## src/rtl/key_bounce_gen_if.sv

```systemverilog
// ---------------------------------------------------------------------------
// key_bounce_gen_if
//   Groups the control and status signals of the key bounce generator.
//
//   Signals
//     enable     1 = bounce emulation active, 0 = bypass (keyBounce follows keyClean)
//     keyClean   clean key level, synchronous to clk; 1 = released, 0 = pressed
//     keyBounce  emulated mechanical contact, registered
//     busy       high while a burst (chatter or settle hold) is in progress
//     done       one-cycle pulse when a burst finishes
//
//   Modports
//     master  drives enable/keyClean, observes the generator outputs
//     slave   the generator itself
// ---------------------------------------------------------------------------
interface key_bounce_gen_if;
  logic enable;
  logic keyClean;
  logic keyBounce;
  logic busy;
  logic done;

  modport master (
    output enable,
    output keyClean,
    input  keyBounce,
    input  busy,
    input  done
  );

  modport slave (
    input  enable,
    input  keyClean,
    output keyBounce,
    output busy,
    output done
  );
endinterface

```

## src/rtl/key_bounce_gen.sv

```systemverilog
// ---------------------------------------------------------------------------
// key_bounce_gen
//   Emulates a chattering mechanical key contact for exercising debouncers.
//   On each clean-level change the output first jumps to the new level, then
//   toggles TOGGLES times with pseudo-random gaps of 1..2^GAP_BITS cycles,
//   is forced to the new level and held there for SETTLE cycles.
//
//   Parameters
//     TOGGLES   chatter toggles per edge (0..255)
//     GAP_BITS  LFSR bits used for the inter-toggle gap (1..8)
//     SETTLE    hold time after the chatter, in cycles (1..65535)
//
//   Ports
//     clk   single clock, rising edge
//     rst   synchronous, active-high reset
//     bus   key_bounce_gen_if.slave (enable, keyClean in; keyBounce, busy, done out)
// ---------------------------------------------------------------------------
module key_bounce_gen #(
  parameter int unsigned TOGGLES  = 8,
  parameter int unsigned GAP_BITS = 4,
  parameter logic [15:0] SETTLE   = 16'h0100
) (
  input logic             clk,
  input logic             rst,
  key_bounce_gen_if.slave bus
);

  // One extra bit so that the maximum gap 2^GAP_BITS is representable.
  localparam int GAP_W = GAP_BITS + 1;
  localparam int TOG_W = 8;
  localparam int SET_W = 16;

  localparam logic [15:0] LFSR_SEED = 16'hACE1;

  typedef enum logic [1:0] {
    ST_IDLE   = 2'd0,
    ST_BOUNCE = 2'd1,
    ST_SETTLE = 2'd2
  } state_t;

  state_t             state_q,  state_d;
  logic               kb_q,     kb_d;
  logic               target_q, target_d;
  logic [TOG_W-1:0]   tog_q,    tog_d;
  logic [GAP_W-1:0]   gap_q,    gap_d;
  logic [SET_W-1:0]   settle_q, settle_d;
  logic [15:0]        lfsr_q,   lfsr_d;
  logic               busy_q,   busy_d;
  logic               done_q,   done_d;

  logic               lfsr_fb;
  logic [GAP_W-1:0]   gap_load;

  // Fibonacci LFSR, taps 16,14,13,11. The seed is non-zero and the
  // polynomial is maximal-length, so the all-zero lock-up state is never hit.
  assign lfsr_fb  = lfsr_q[15] ^ lfsr_q[13] ^ lfsr_q[12] ^ lfsr_q[10];
  assign lfsr_d   = {lfsr_q[14:0], lfsr_fb};

  // Zero-extended before the increment: an all-ones field gives 2^GAP_BITS,
  // never wraps to zero.
  assign gap_load = {1'b0, lfsr_q[GAP_BITS-1:0]} + GAP_W'(1);

  // -------------------------------------------------------------------------
  // Next-state and output logic
  // -------------------------------------------------------------------------
  always_comb begin
    state_d  = state_q;
    kb_d     = kb_q;
    target_d = target_q;
    tog_d    = tog_q;
    gap_d    = gap_q;
    settle_d = settle_q;
    done_d   = 1'b0;

    unique case (state_q)
      ST_IDLE: begin
        if (bus.enable) begin
          // A mismatch starts a burst; the first edge is a clean jump to the
          // new level. The done cycle is itself IDLE, so a pending mismatch
          // is picked up at the edge that ends it, never alongside it.
          if (bus.keyClean != kb_q) begin
            kb_d     = bus.keyClean;
            target_d = bus.keyClean;
            tog_d    = TOG_W'(TOGGLES);
            gap_d    = gap_load;
            state_d  = ST_BOUNCE;
          end
        end else begin
          // Bypass: plain one-register delay of the clean level.
          kb_d = bus.keyClean;
        end
      end

      ST_BOUNCE: begin
        // keyClean is deliberately ignored here: the burst always completes
        // toward the level latched at its start.
        if (gap_q <= GAP_W'(1)) begin
          if (tog_q != '0) begin
            kb_d  = ~kb_q;
            tog_d = tog_q - TOG_W'(1);
            gap_d = gap_load;
          end else begin
            // Final gap expired: land on the target regardless of the
            // toggle parity, then hold.
            kb_d     = target_q;
            settle_d = SETTLE;
            state_d  = ST_SETTLE;
          end
        end else begin
          gap_d = gap_q - GAP_W'(1);
        end
      end

      ST_SETTLE: begin
        kb_d = target_q;
        if (settle_q <= SET_W'(1)) begin
          state_d = ST_IDLE;
          done_d  = 1'b1;
        end else begin
          settle_d = settle_q - SET_W'(1);
        end
      end

      default: begin
        state_d = ST_IDLE;
      end
    endcase

    // Registered alongside the state so busy is exactly "in BOUNCE or SETTLE".
    busy_d = (state_d != ST_IDLE);
  end

  // -------------------------------------------------------------------------
  // State registers
  // -------------------------------------------------------------------------
  always_ff @(posedge clk) begin
    if (rst) begin
      state_q  <= ST_IDLE;
      kb_q     <= 1'b1;
      target_q <= 1'b1;
      tog_q    <= '0;
      gap_q    <= '0;
      settle_q <= '0;
      lfsr_q   <= LFSR_SEED;
      busy_q   <= 1'b0;
      done_q   <= 1'b0;
    end else begin
      state_q  <= state_d;
      kb_q     <= kb_d;
      target_q <= target_d;
      tog_q    <= tog_d;
      gap_q    <= gap_d;
      settle_q <= settle_d;
      lfsr_q   <= lfsr_d;
      busy_q   <= busy_d;
      done_q   <= done_d;
    end
  end

  assign bus.keyBounce = kb_q;
  assign bus.busy      = busy_q;
  assign bus.done      = done_q;

endmodule

```

## src/flat_wrapper.sv

```systemverilog
// flat-port wrapper written by rule: the top's interface ports become plain ports
module key_bounce_gen_flat 
#(
  parameter int unsigned TOGGLES  = 8,
  parameter int unsigned GAP_BITS = 4,
  parameter logic [15:0] SETTLE   = 16'h0100
)
  (clk, rst, bus_enable, bus_keyClean, bus_keyBounce, bus_busy, bus_done);
  key_bounce_gen_if bus_i ();
  input logic clk;
  input logic rst;
  input wire logic [$bits(bus_i.enable)-1:0] bus_enable;
  input wire logic [$bits(bus_i.keyClean)-1:0] bus_keyClean;
  output wire logic [$bits(bus_i.keyBounce)-1:0] bus_keyBounce;
  output wire logic [$bits(bus_i.busy)-1:0] bus_busy;
  output wire logic [$bits(bus_i.done)-1:0] bus_done;
  assign bus_i.enable = bus_enable;
  assign bus_i.keyClean = bus_keyClean;
  assign bus_keyBounce = bus_i.keyBounce;
  assign bus_busy = bus_i.busy;
  assign bus_done = bus_i.done;
  key_bounce_gen #(.TOGGLES(TOGGLES), .GAP_BITS(GAP_BITS), .SETTLE(SETTLE)) u_core (.clk(clk), .rst(rst), .bus(bus_i));
endmodule
```

## config.mk

```make
export PLATFORM = sky130hd
export DESIGN_NAME = key_bounce_gen_flat
export DESIGN_NICKNAME = d
export VERILOG_FILES = /design/src/rtl/key_bounce_gen_if.sv /design/src/rtl/key_bounce_gen.sv /design/src/flat_wrapper.sv
export SDC_FILE = /design/constraint.sdc
export NUM_CORES = 1
export LEC_CHECK = 0
export ABC_CLOCK_PERIOD_IN_PS = 2900
export BUFFER_PORTS_ARGS = -buffer_cell sky130_fd_sc_hd__buf_4
export CAP_MARGIN = 40
export CORE_MARGIN = 2
export CORE_UTILIZATION = 45
export CTS_BUF_LIST = sky130_fd_sc_hd__clkbuf_16
export DETAILED_ROUTE_END_ITERATION = 16
export SKIP_CTS_REPAIR_TIMING = 1
export SYNTH_ARGS = -nofsm -noshare
export SYNTH_HDL_FRONTEND = slang
export SYNTH_SLANG_ARGS = --single-unit
```

## constraint.sdc

```tcl
create_clock -name clk -period 2.9 [get_ports clk]
set_input_delay 0.435 -clock clk [delete_from_list [all_inputs] [get_ports clk]]
set_output_delay 0.435 -clock clk [all_outputs]
set_load 0.01 [all_outputs]
```

==> results of run 1 <==
==> per-layer routing <==
| metal | wire length [um] | part of all wire (%) |
|---|---|---|
| met1 | 2673 | 53 |
| met2 | 2099 | 41 |
| met3 | 222 | 4.4 |
| met4 | 93 | 1.8 |
| met5 | 0 | 0 |
==> stage by stage <==
step                power [mW]  hold slack, ps  instance area, um^2  instances
global route             3.493           425.5                 2849        372
finish                   3.223           412.0                 2849        372
floorplan                2.219           389.5                 2555        289
detailed placement       2.562           397.7                 2678        363
CTS                      3.225           417.2                 2841        371
global placement         2.559           396.3                 2678        363
==> cell type report <==
class                      count  area, um^2
fill                         515        2658
multi-input combinational    213        1424
sequential                    51        1021
clock buffer                   5       125.1
timing repair buffer          12       90.09
tap                           72       90.09
inverter                      16       60.06
clock inverter                 3       38.79
==> logic make-up after synthesis <==
family,count (synthesis)
fa+ha+maj,10
mux,8
flops,51
xor+xnor,13
buf+inv,25
simple gates,118
compound gates,64
==> how the worst max path moves through the flow <==
stage / startpoint / endpoint / slack (ps)
floorplan: u_core.state_q[1] / u_core.settle_q[15] / 500
global placement: u_core.state_q[1] / u_core.settle_q[15] / 560
detailed placement: u_core.state_q[1] / u_core.settle_q[15] / 480
CTS: u_core.state_q[1] / u_core.settle_q[15] / 470
global route: u_core.state_q[1] / u_core.settle_q[11] / 320
finish: u_core.state_q[1] / u_core.settle_q[15] / 480
==> cells in the mapped netlist, types with 2 or more instances <==
cell                         n
sky130_fd_sc_hd__a2111oi_0   3
sky130_fd_sc_hd__a211oi_1    5
sky130_fd_sc_hd__a21o_2      2
sky130_fd_sc_hd__a21oi_1    17
sky130_fd_sc_hd__a221oi_1    3
sky130_fd_sc_hd__a31oi_1     4
sky130_fd_sc_hd__and4_1      2
sky130_fd_sc_hd__buf_4       2
sky130_fd_sc_hd__clkbuf_1    5
sky130_fd_sc_hd__dfxtp_1    51
sky130_fd_sc_hd__ha_1       10
sky130_fd_sc_hd__inv_1      16
sky130_fd_sc_hd__mux2i_1     7
sky130_fd_sc_hd__nand2_1    14
sky130_fd_sc_hd__nand2b_1   11
sky130_fd_sc_hd__nand3_1     8
sky130_fd_sc_hd__nand3b_1    2
sky130_fd_sc_hd__nand4_1     4
sky130_fd_sc_hd__nor2_1     23
sky130_fd_sc_hd__nor2b_1     9
sky130_fd_sc_hd__nor3_1     12
sky130_fd_sc_hd__nor4_1      2
sky130_fd_sc_hd__o21ai_0    13
sky130_fd_sc_hd__o31ai_1     7
sky130_fd_sc_hd__or2_2      10
sky130_fd_sc_hd__or3_1       5
sky130_fd_sc_hd__or4_1       9
sky130_fd_sc_hd__or4_4       2
sky130_fd_sc_hd__xnor2_1     9
sky130_fd_sc_hd__xor2_1      4
==> worst max-delay path: cells and delay by family (launching register included) <==
kind / cells / cell delay (ps)
adder cells (fa/ha/maj): 1 / 300
buffers and inverters: 1 / 80
AND/OR/NAND/NOR: 3 / 1220
multiplexers: 1 / 320
AO/OA/AOI/OAI: 1 / 60
flip-flops: 1 / 330
==> power breakdown <==
group          leakage (nW)  switching, mW  internal, mW
combinational         0.616          0.833         0.689
clock                0.0812          0.245         0.402
sequential            0.419          0.174         0.880
==> cells in the final DEF (no fill, tap or decap), drive strengths merged, types with 11 or more instances in the layout <==
master | Yosys | layout
dfxtp | 51 | 51
nor2 | 23 | 23
a21oi | 18 | 18
inv | 16 | 16
nand2 | 14 | 14
o21ai | 13 | 13
nor3 | 12 | 12
buf | 4 | 12
nand2b | 11 | 11
or4 | 11 | 11
==> sequential cells by signal, summed over array words and instances, names as in the netlist <==
signal and count:
u_core.bus.keyBounce 1, u_core.lfsr_q 16, u_core.target_q 1, u_core.gap_q 5, u_core.bus.busy 1, u_core.settle_q 16
u_core.tog_q 8, u_core.state_q 2, u_core.bus.done 1
==> tab_implementation.tex, run 1 <==
\begin{tabular}{lr}
\hline
Metric & Value \\
\hline
\multicolumn{2}{l}{\textbf{Layout}} \\
Share of cells above drive strength 1 & 12.67\% \\
Area Overhead vs Synth & 11.51\% \\
Final Net Count & 313 \\
Fraction of the core area covered by cells at the end of the flow & 51.74\% \\
ANT cells & 0 \\
\multicolumn{2}{l}{\textbf{Timing}} \\
Maximum achievable frequency & 412.6 MHz \\
Post-route clock period utilization & 83.57\% \\
Period minus WS final & 2423 ps \\
Setup violations, final & 0 \\
Final hold viol count & 0 \\
Worst-case headroom to the max-slew limit & 56.08\% \\
Final setup TNS & 0 ps \\
Slew Viols, Final & 0 \\
Setup repair after global routing missed its margin & false \\
Slack of the critical path & 476.6 ps \\
Worst-margin pin slew & 658.7 ps \\
Worst clock skew & 4.026 ps \\
\multicolumn{2}{l}{\textbf{Synthesis}} \\
Most common flop cell mapped by yosys & sky130\_fd\_sc\_hd\_\_dfxtp\_1 \\
Portion of netlist area occupied by mux cells & 3.183\% \\
Area share of fa/ha/maj cells after synthesis & 4.897\% \\
Largest family of logic cells by synthesized area & simple AND/OR/NAND/NOR gates \\
Area of the mapped netlist & 2555 um\^{}2 \\
Area share of xor/xnor cells in the synthesized design & 4.456\% \\
Count of different cell masters after synthesis & 48 \\
Fraction of registers with async set or reset after synthesis & 0\% \\
Proportion of netlist area held by the largest area contributor & 39.96\% \\
Mapped Cells & 289 \\
Average footprint of a synthesized cell & 8.841 um\^{}2 \\
Dominant cell type by area after synthesis & sky130\_fd\_sc\_hd\_\_dfxtp\_1 \\
Number of flops mapped to enable cells by yosys & 0 \\
Ranking of synthesized cells by area & sky130\_fd\_sc\_hd\_\_dfxtp\_1 (40\%), sky130\_fd\_sc\_hd\_\_ha\_1 (4.9\%), sky130\_fd\_sc\_hd\_\_nor2\_1 (3.4\%) \\
Post-synth net total & 303 \\
Post-synthesis register bit count & 51 \\
Share of the synthesized area in compound gates (AO/OA/AOI/OAI) & 16.55\% \\
Number of warnings printed during yosys synthesis & 0 \\
Share of the yosys chip area belonging to registers & 39.96\% \\
Fraction of the mapped netlist area in simple logic gates & 26.64\% \\
\multicolumn{2}{l}{\textbf{Pwr}} \\
Peak supply drop & 0.0006481 V \\
Power density normalized to cell area & 1131 nW/um\^{}2 \\
Static leakage & 1.116 nW \\
\multicolumn{2}{l}{\textbf{Worst hold path}} \\
Endpoint with the worst hold slack & u\_core.lfsr\_q[7] \\
Min-delay worst type & reg -> reg \\
Hold Path Stages & 1 \\
Worst min-delay path startpoint & u\_core.lfsr\_q[6] \\
\multicolumn{2}{l}{\textbf{GRT}} \\
Number of antenna violations at the first check in global routing & 0 \\
Largest net degree at the start of global routing & 34 \\
Met3 track demand over resource & 3.977\% \\
Global router's overall resource usage & 18.22\% \\
Met1 Track Usage GR & 26.22\% \\
Global-route met2 utilization & 26.36\% \\
First-pass GRT wire length & 9.177 mm \\
Layer carrying the most global-route usage & met2 \\
Number of global-route vias before repair & 1978 \\
Global route overflow & 0 \\
\multicolumn{2}{l}{\textbf{Route}} \\
Via count of the routed design & 2064 \\
Routed via count divided by cell count & 5.548 \\
Final wirelength & 5.088 mm \\
DRT antenna net count & 0 \\
Count of TritonRoute iterations in the first routing pass & 4 \\
Number of design rule violations left after detail routing & 0 \\
Wire per inst & 13.68 um \\
1st-iter DRT viols & 102 \\
\multicolumn{2}{l}{\textbf{Worst setup path}} \\
Critical path cell sequence & inv\_1 > ha\_1 > or4bb\_1 > nor4\_4 > a21oi\_2 > or4\_1 > mux2\_1 \\
Flop2flop setup slack & 480 ps \\
Cell depth of the worst flop-to-flop path & 7 \\
Worst path slowest cell & sky130\_fd\_sc\_hd\_\_or4\_1 \\
Setup CP Type & reg -> reg \\
Worst stage delay on the critical path & 520 ps \\
Critical path fanouts, max & 8 \\
Capturing element type of the critical path & flip-flop \\
Data arrival, critical path & 2600 ps \\
Required time at the endpoint of the critical path & 3070 ps \\
Reg-to-Reg End & u\_core.settle\_q[15] \\
Critical Path Start Type & flip-flop \\
Worst reg2reg path startpoint & u\_core.state\_q[1] \\
\multicolumn{2}{l}{\textbf{CTS}} \\
Clock buffers created by TritonCTS & 5 \\
CTS clk-pin slew, worst paths & 60 ps \\
Maximum level of the CTS H-tree & 2 \\
Clock tree from TritonCTS & done \\
Later-pin clock latency in the skew report & 290 ps \\
Root buffer cell & sky130\_fd\_sc\_hd\_\_clkbuf\_16 \\
Total clock sinks & 51 \\
Maximum buffer depth of the clock tree & 2 \\
\multicolumn{2}{l}{\textbf{Placement}} \\
Detailed placer's ending HPWL & 3.444 mm \\
Worst slack at placement & 481.1 ps \\
Final GP Congestion & 0.7800 \\
Port Buffers & 6 \\
\multicolumn{2}{l}{\textbf{Run status}} \\
Result of the run & finished, final reports clean \\
\multicolumn{2}{l}{\textbf{Floorplanning}} \\
Number of ports placed on the die boundary & 7 \\
Floorplan core area & 5507 um\^{}2 \\
Die footprint & 6296 um\^{}2 \\
Vertical extent of the die & 79.35 um \\
Die W & 79.35 um \\
Total number of placement rows & 27 \\
Effective utilization at floorplan & 46.40\% \\
\multicolumn{2}{l}{\textbf{Flow run}} \\
Number of max-cap violations & 0 \\
\hline
\end{tabular}
Power figures use the tool's default switching activity.
==> run 2, diff against run 1 <==
--- a/config.mk
+++ b/config.mk
@@ -5,7 +5,7 @@
 export SDC_FILE = /design/constraint.sdc
 export NUM_CORES = 1
 export LEC_CHECK = 0
-export ABC_CLOCK_PERIOD_IN_PS = 2900
+export ABC_CLOCK_PERIOD_IN_PS = 1940
 export BUFFER_PORTS_ARGS = -buffer_cell sky130_fd_sc_hd__buf_4
 export CAP_MARGIN = 40
 export CORE_MARGIN = 2
==> constraint.sdc (replaced) <==
create_clock -name clk -period 1.94 [get_ports clk]
set_input_delay 0.291 -clock clk [delete_from_list [all_inputs] [get_ports clk]]
set_output_delay 0.291 -clock clk [all_outputs]
set_load 0.01 [all_outputs]
==> tab_implementation.tex, run 2 (same netlist as run 1, synthesis figures left out) <==
\begin{tabular}{lr}
\hline
Metric & Value \\
\hline
\multicolumn{2}{l}{\textbf{Worst hold path}} \\
Min-delay worst type & in -> reg \\
\multicolumn{2}{l}{\textbf{Flow run}} \\
Number of max-cap violations & 0 (unchanged) \\
\multicolumn{2}{l}{\textbf{GRT}} \\
Global router's overall resource usage & 19.35\% (+1.1 points) \\
Number of antenna violations at the first check in global routing & 0 (unchanged) \\
Largest net degree at the start of global routing & 34 (unchanged) \\
First-pass GRT wire length & 9.763 mm (+6.4\%) \\
Global route overflow & 0 (unchanged) \\
Number of global-route vias before repair & 2077 (+5.0\%) \\
\multicolumn{2}{l}{\textbf{CTS}} \\
Maximum level of the CTS H-tree & 2 (unchanged) \\
Maximum buffer depth of the clock tree & 2 (unchanged) \\
CTS clk-pin slew, worst paths & 70 ps (about the same) \\
Clock tree from TritonCTS & done \\
Total clock sinks & 51 (unchanged) \\
Later-pin clock latency in the skew report & 290 ps (about the same) \\
Clock buffers created by TritonCTS & 5 (unchanged) \\
Root buffer cell & sky130\_fd\_sc\_hd\_\_clkbuf\_16 \\
\multicolumn{2}{l}{\textbf{Floorplanning}} \\
Number of ports placed on the die boundary & 7 (unchanged) \\
Total number of placement rows & 27 (unchanged) \\
Vertical extent of the die & 79.35 um (unchanged) \\
Floorplan core area & 5507 um\^{}2 (unchanged) \\
Effective utilization at floorplan & 46.40\% (unchanged) \\
Die footprint & 6296 um\^{}2 (unchanged) \\
Die W & 79.35 um (unchanged) \\
\multicolumn{2}{l}{\textbf{Worst setup path}} \\
Capturing element type of the critical path & flip-flop \\
CP bufs+invs & 3 (+2) \\
Reg-to-Reg End & u\_core.settle\_q[8] \\
Crit path capture & u\_core.settle\_q[8] \\
Critical path cell sequence & inv\_2 > ha\_4 > or4bb\_4 > nor4\_4 > a21oi\_2 > buf\_2 > buf\_4 > o31ai\_1 > a31oi\_1 \\
Critical path fanouts, max & 7 (-1) \\
Worst reg2reg path startpoint & u\_core.state\_q[1] \\
Cell depth of the worst flop-to-flop path & 9 (+2) \\
Data arrival, critical path & 2350 ps (-250 ps) \\
Worst path slowest cell & sky130\_fd\_sc\_hd\_\_or4bb\_4 \\
Flop2flop setup slack & -240 ps (-720 ps) \\
Worst stage delay on the critical path & 540 ps (+20 ps) \\
Required time at the endpoint of the critical path & 2110 ps (-960 ps) \\
Critical Path Start Type & flip-flop \\
Path length in cells of the critical path & 9 (+2) \\
Setup CP Type & reg -> reg \\
Gate family responsible for the most delay along the worst path & simple AND/OR/NAND/NOR gates \\
Startpoint of the most critical setup path & u\_core.state\_q[1] \\
\multicolumn{2}{l}{\textbf{Placement}} \\
Post-detailed-placement cell area & 3147 um\^{}2 (+18\%) \\
Final GP Congestion & 0.7826 (+0.33\%) \\
Port Buffers & 6 (unchanged) \\
Detailed placer's ending HPWL & 4.035 mm (+17\%) \\
\multicolumn{2}{l}{\textbf{Layout}} \\
Share of cells above drive strength 1 & 39.66\% (+27 points) \\
Final Net Count & 371 (+19\%) \\
Final cell area excluding filler cells & 3593 um\^{}2 (+26\%) \\
Area taken by flip-flops and latches & 1025 um\^{}2 (+0.37\%) \\
Top flop regs & u\_core.lfsr\_q x16, u\_core.settle\_q x16, u\_core.tog\_q x8 \\
ANT cells & 0 (unchanged) \\
Area Overhead vs Synth & 40.65\% \\
Most frequent standard cell in the layout excluding fill and tap cells & sky130\_fd\_sc\_hd\_\_buf\_4 \\
Layout filler cell count & 442 (-14\%) \\
Most frequent cells in the layout & sky130\_fd\_sc\_hd\_\_buf\_4 (64), sky130\_fd\_sc\_hd\_\_dfxtp\_1 (48), sky130\_fd\_sc\_hd\_\_nor2\_1 (20) \\
Area of the multi-input gates & 1717 um\^{}2 (+21\%) \\
\multicolumn{2}{l}{\textbf{Timing}} \\
Post-route clock period utilization & 112.4\% (+29 points) \\
Maximum achievable frequency & 458.6 MHz (+11\%) \\
Worst clock skew & 5.697 ps (+1.670 ps) \\
Slew Viols, Final & 0 (unchanged) \\
Setup repair after global routing missed its margin & true \\
Worst-case headroom to the max-slew limit & 66.36\% (+10 points) \\
Final hold viol count & 0 (unchanged) \\
Final setup TNS & -2456 ps (-2456 ps) \\
Worst-margin pin slew & 504.5 ps (-154.2 ps) \\
Period minus WS final & 2181 ps (-242.8 ps) \\
Slack of the critical path & -240.7 ps (-717.2 ps) \\
Hold slack final & 390.8 ps (-21.23 ps) \\
Setup violations, final & 18 (+18) \\
\multicolumn{2}{l}{\textbf{Route}} \\
1st-iter DRT viols & 97 (-4.9\%) \\
Routed wire length on met2 & 2.957 mm (+41\%) \\
Highest signal layer in the routed design & met4 \\
DRT antenna net count & 0 (unchanged) \\
Number of design rule violations left after detail routing & 0 (unchanged) \\
Count of TritonRoute iterations in the first routing pass & 4 (unchanged) \\
Wire per inst & 14.47 um (+5.8\%) \\
Final wirelength & 6.220 mm (+22\%) \\
Routed via count divided by cell count & 5.379 (-3.1\%) \\
Met3 wire length & 205 um (-7.7\%) \\
Via count of the routed design & 2313 (+12\%) \\
Wl on met1 & 2.978 mm (+11\%) \\
\multicolumn{2}{l}{\textbf{Run status}} \\
Failing checks & negative setup slack \\
Result of the run & finished, violations left \\
\multicolumn{2}{l}{\textbf{Pwr}} \\
Static leakage & 1.466 nW (+31\%) \\
Peak supply drop & 0.0007460 V (+15\%) \\
Power density normalized to cell area & 1807 nW/um\^{}2 (+60\%) \\
\hline
\end{tabular}
## run 2: changes by cell type in the layout (fill, tap and decap cells not counted), sizes merged
cell	delta
buf	+58
inv	+2
bufinv	-1
clkinv	-1
## run 2: report_power, final
group | total [mW] | internal [mW] | switching (mW)
clock | 0.907 | 0.490 | 0.416
sequential | 1.51 | 1.32 | 0.196
combinational | 4.08 | 2.07 | 2.01
## run 2: final cells by class
| type | count | area share (%) |
|---|---|---|
| clock buffers | 5 | 3.482 |
| flip-flops and latches | 51 | 28.52 |
| repair buffers | 70 | 15.32 |
| clock inverters | 3 | 0.7312 |
| well taps | 72 | 2.507 |
| inverters | 16 | 1.671 |
| multi-input cells | 213 | 47.77 |
## run 2: worst min path at each step
stage                 startpoint                end  slack, ps  cells after the start
4_1_cts                      rst  u_core.lfsr_q[14]        380                      2
2_1_floorplan   u_core.lfsr_q[9]  u_core.lfsr_q[10]        390                      1
3_3_place_gp   u_core.lfsr_q[14]  u_core.lfsr_q[15]        390                      1
3_5_place_dp    u_core.lfsr_q[4]   u_core.lfsr_q[5]        390                      1
5_1_grt                      rst    u_core.bus.done        420                      2
6_report                     rst    u_core.tog_q[1]        390                      2
## run 2: per-stage QoR
step	utilization (%)	cells	total power, mW	setup WS [ps]
after global placement	57.15	414	4.677	-237.5
after floorplan	-	289	3.498	-419.8
after CTS	59.90	422	5.634	-305.5
final	65.26	430	6.494	-240.7
after detailed placement	57.15	414	4.723	-263.3
after global routing	65.26	430	6.953	-289.6
## run 2: layer usage
layer,GRT usage [%],vias to the layer above
met5,0,-
met4,5.862,0
met3,3.068,9
met2,29.75,37
met1,27.88,1086
li1,-,1181
==> run 3, diff against run 2 <==
--- a/config.mk
+++ b/config.mk
@@ -12,6 +12,7 @@
 export CORE_UTILIZATION = 45
 export CTS_BUF_LIST = sky130_fd_sc_hd__clkbuf_16
 export DETAILED_ROUTE_END_ITERATION = 16
+export RECOVER_POWER = 100
 export SKIP_CTS_REPAIR_TIMING = 1
 export SYNTH_ARGS = -nofsm -noshare
 export SYNTH_HDL_FRONTEND = slang
==> tab_implementation.tex, run 3 (same netlist as run 1, synthesis figures left out) <==
\begin{tabular}{lr}
\hline
Metric & Value \\
\hline
\multicolumn{2}{l}{\textbf{GRT}} \\
Global route overflow & 0 (unchanged) \\
Number of antenna violations at the first check in global routing & 0 (unchanged) \\
First-pass GRT wire length & 9.763 mm (unchanged) \\
Global router's overall resource usage & 19.35\% (unchanged) \\
Number of global-route vias before repair & 2077 (unchanged) \\
Largest net degree at the start of global routing & 34 (unchanged) \\
\multicolumn{2}{l}{\textbf{Layout}} \\
Area of the multi-input gates & 1714 um\^{}2 (-0.15\%) \\
Final Net Count & 371 (unchanged) \\
ANT cells & 0 (unchanged) \\
Most frequent cells in the layout & sky130\_fd\_sc\_hd\_\_buf\_4 (59), sky130\_fd\_sc\_hd\_\_dfxtp\_1 (48), sky130\_fd\_sc\_hd\_\_nor2\_1 (20) \\
Top flop regs & u\_core.lfsr\_q x16, u\_core.settle\_q x16, u\_core.tog\_q x8 \\
Layout filler cell count & 448 (+1.4\%) \\
Area Overhead vs Synth & 39.91\% \\
Share of cells above drive strength 1 & 38.55\% (-1.1 points) \\
Most frequent standard cell in the layout excluding fill and tap cells & sky130\_fd\_sc\_hd\_\_buf\_4 \\
Final standard cell count with taps included and fillers excluded & 430 (unchanged) \\
Area taken by flip-flops and latches & 1025 um\^{}2 (unchanged) \\
\multicolumn{2}{l}{\textbf{Pwr}} \\
Pint & 3.825 mW (-1.3\%) \\
Power density normalized to cell area & 1805 nW/um\^{}2 (-0.13\%) \\
Clk pwr share & 14.0\% (about the same) \\
Net switching component of the power & 2.628 mW (+0.27\%) \\
Peak supply drop & 0.0007442 V (-0.25\%) \\
Sequential cell fraction of total power & 23.5\% (+0.2 points) \\
Portion of total power attributed to combinational logic & 62.5\% (-0.2 points) \\
Design Power & 6.452 mW (-0.65\%) \\
Switching part of the total power & 40.72\% (+0.38 points) \\
Static leakage & 1.455 nW (-0.80\%) \\
\multicolumn{2}{l}{\textbf{Worst setup path}} \\
Critical path fanouts, max & 3 (-4) \\
Data arrival, critical path & 2350 ps (about the same) \\
Flop2flop setup slack & -230 ps (about the same) \\
Critical Path Start Type & flip-flop \\
Startpoint of the most critical setup path & u\_core.state\_q[1] \\
Reg-to-Reg End & u\_core.settle\_q[15] \\
Required time at the endpoint of the critical path & 2120 ps (about the same) \\
Capturing element type of the critical path & flip-flop \\
Setup CP Type & reg -> reg \\
Cell depth of the worst flop-to-flop path & 7 (-2) \\
Worst reg2reg path startpoint & u\_core.state\_q[1] \\
Crit path capture & u\_core.settle\_q[15] \\
\multicolumn{2}{l}{\textbf{CTS}} \\
Root buffer cell & sky130\_fd\_sc\_hd\_\_clkbuf\_16 \\
Clock buffers created by TritonCTS & 5 (unchanged) \\
Maximum buffer depth of the clock tree & 2 (unchanged) \\
Total clock sinks & 51 (unchanged) \\
Maximum level of the CTS H-tree & 2 (unchanged) \\
CTS clk-pin slew, worst paths & 70 ps (about the same) \\
Later-pin clock latency in the skew report & 290 ps (about the same) \\
Clock tree from TritonCTS & done \\
\multicolumn{2}{l}{\textbf{Floorplanning}} \\
Total number of placement rows & 27 (unchanged) \\
Number of ports placed on the die boundary & 7 (unchanged) \\
Vertical extent of the die & 79.35 um (unchanged) \\
Die W & 79.35 um (unchanged) \\
Floorplan core area & 5507 um\^{}2 (unchanged) \\
Die footprint & 6296 um\^{}2 (unchanged) \\
Effective utilization at floorplan & 46.40\% (unchanged) \\
\multicolumn{2}{l}{\textbf{Route}} \\
Wl on met1 & 3.017 mm (+1.3\%) \\
Routed wire length on met2 & 2.951 mm (-0.20\%) \\
Number of design rule violations left after detail routing & 0 (unchanged) \\
Final wirelength & 6.236 mm (+0.26\%) \\
Met3 wire length & 187 um (-8.8\%) \\
1st-iter DRT viols & 61 (-37\%) \\
Highest signal layer in the routed design & met4 \\
DRT antenna net count & 0 (unchanged) \\
Count of TritonRoute iterations in the first routing pass & 4 (unchanged) \\
Wire per inst & 14.50 um (+0.26\%) \\
Routed via count divided by cell count & 5.377 (about the same) \\
Via count of the routed design & 2312 (-0.043\%) \\
\multicolumn{2}{l}{\textbf{Timing}} \\
Setup repair after global routing missed its margin & true \\
Worst-margin pin slew & 504.6 ps (+0.07361 ps) \\
Slack of the critical path & -235.0 ps (+5.675 ps) \\
Post-route clock period utilization & 112.1\% (-0.29 points) \\
Setup violations, final & 19 (+1) \\
Worst clock skew & 7.618 ps (+1.921 ps) \\
Maximum achievable frequency & 459.8 MHz (+0.26\%) \\
Final hold viol count & 0 (unchanged) \\
Period minus WS final & 2175 ps (-5.675 ps) \\
Slew Viols, Final & 0 (unchanged) \\
Worst-case headroom to the max-slew limit & 66.36\% (about the same) \\
Hold slack final & 392.0 ps (+1.210 ps) \\
\multicolumn{2}{l}{\textbf{Flow run}} \\
Number of max-cap violations & 0 (unchanged) \\
\multicolumn{2}{l}{\textbf{Worst hold path}} \\
Min-delay worst type & in -> reg \\
\multicolumn{2}{l}{\textbf{Run status}} \\
Result of the run & finished, violations left \\
Failing checks & negative setup slack \\
\multicolumn{2}{l}{\textbf{Placement}} \\
Port Buffers & 6 (unchanged) \\
Placed Instances & 414 (unchanged) \\
Final GP Congestion & 0.7826 (unchanged) \\
Detailed placer's ending HPWL & 4.035 mm (unchanged) \\
\hline
\end{tabular}
## run 3: cell count changes in the layout (fill, tap and decap cells not counted), sizes merged
cell | before | now
clkbuf | 5 | 10
buf | 70 | 65
## run 3: per-stage QoR
step / setup TNS [ps] / util (%) / cell area (um^2) / setup slack (ps)
floorplan: -4385 / - / 2636 / -419.8
global placement: -3879 / 57.15 / 3147 / -237.5
detailed placement: -4151 / 57.15 / 3147 / -263.3
CTS: -5290 / 59.90 / 3298 / -305.5
global route: -4922 / 64.92 / 3575 / -289.6
finish: -2551 / 64.92 / 3575 / -235.0
## run 3: cell type report
class | count | share of cell area (%)
tap | 72 | 2.520
clock buffer | 5 | 3.500
sequential | 51 | 28.67
clock inverter | 3 | 0.7350
inverter | 16 | 1.680
timing repair buffer | 70 | 14.95
multi-input combinational | 213 | 47.95
## run 3: worst min-delay path by stage
stage / cells after the start / end / slack (ps) / startpoint
detailed placement: 1 / u_core.lfsr_q[5] / 390 / u_core.lfsr_q[4]
global route: 2 / u_core.bus.done / 420 / rst
global placement: 1 / u_core.lfsr_q[15] / 390 / u_core.lfsr_q[14]
floorplan: 1 / u_core.lfsr_q[10] / 390 / u_core.lfsr_q[9]
finish: 2 / u_core.lfsr_q[9] / 390 / rst
CTS: 2 / u_core.lfsr_q[14] / 380 / rst
## run 3: metal layers
layer  up-vias  GRT usage, %
met5         -             0
met4         0         5.862
met3         9         3.068
met2        34         29.75
met1      1087         27.88
li1       1182             -
## run 3: worst max-delay path: stages (launching register included)
cell and delay, ps:
sky130_fd_sc_hd__dfxtp_2 320, sky130_fd_sc_hd__inv_2 60, sky130_fd_sc_hd__ha_4 120, sky130_fd_sc_hd__or4bb_4 540, sky130_fd_sc_hd__nor4_4 200, sky130_fd_sc_hd__a21oi_2 90, sky130_fd_sc_hd__or4_4 430, sky130_fd_sc_hd__mux2_4 300
## run 3: power groups by stage
stage | clock network (mW) | logic (mW) | registers, mW
floorplan | 0 | 1.95 | 1.55
CTS | 0.925 | 3.22 | 1.49
detailed placement | 0 | 3.21 | 1.51
global route | 0.972 | 4.38 | 1.55
global placement | 0 | 3.17 | 1.51
finish | 0.904 | 4.03 | 1.51
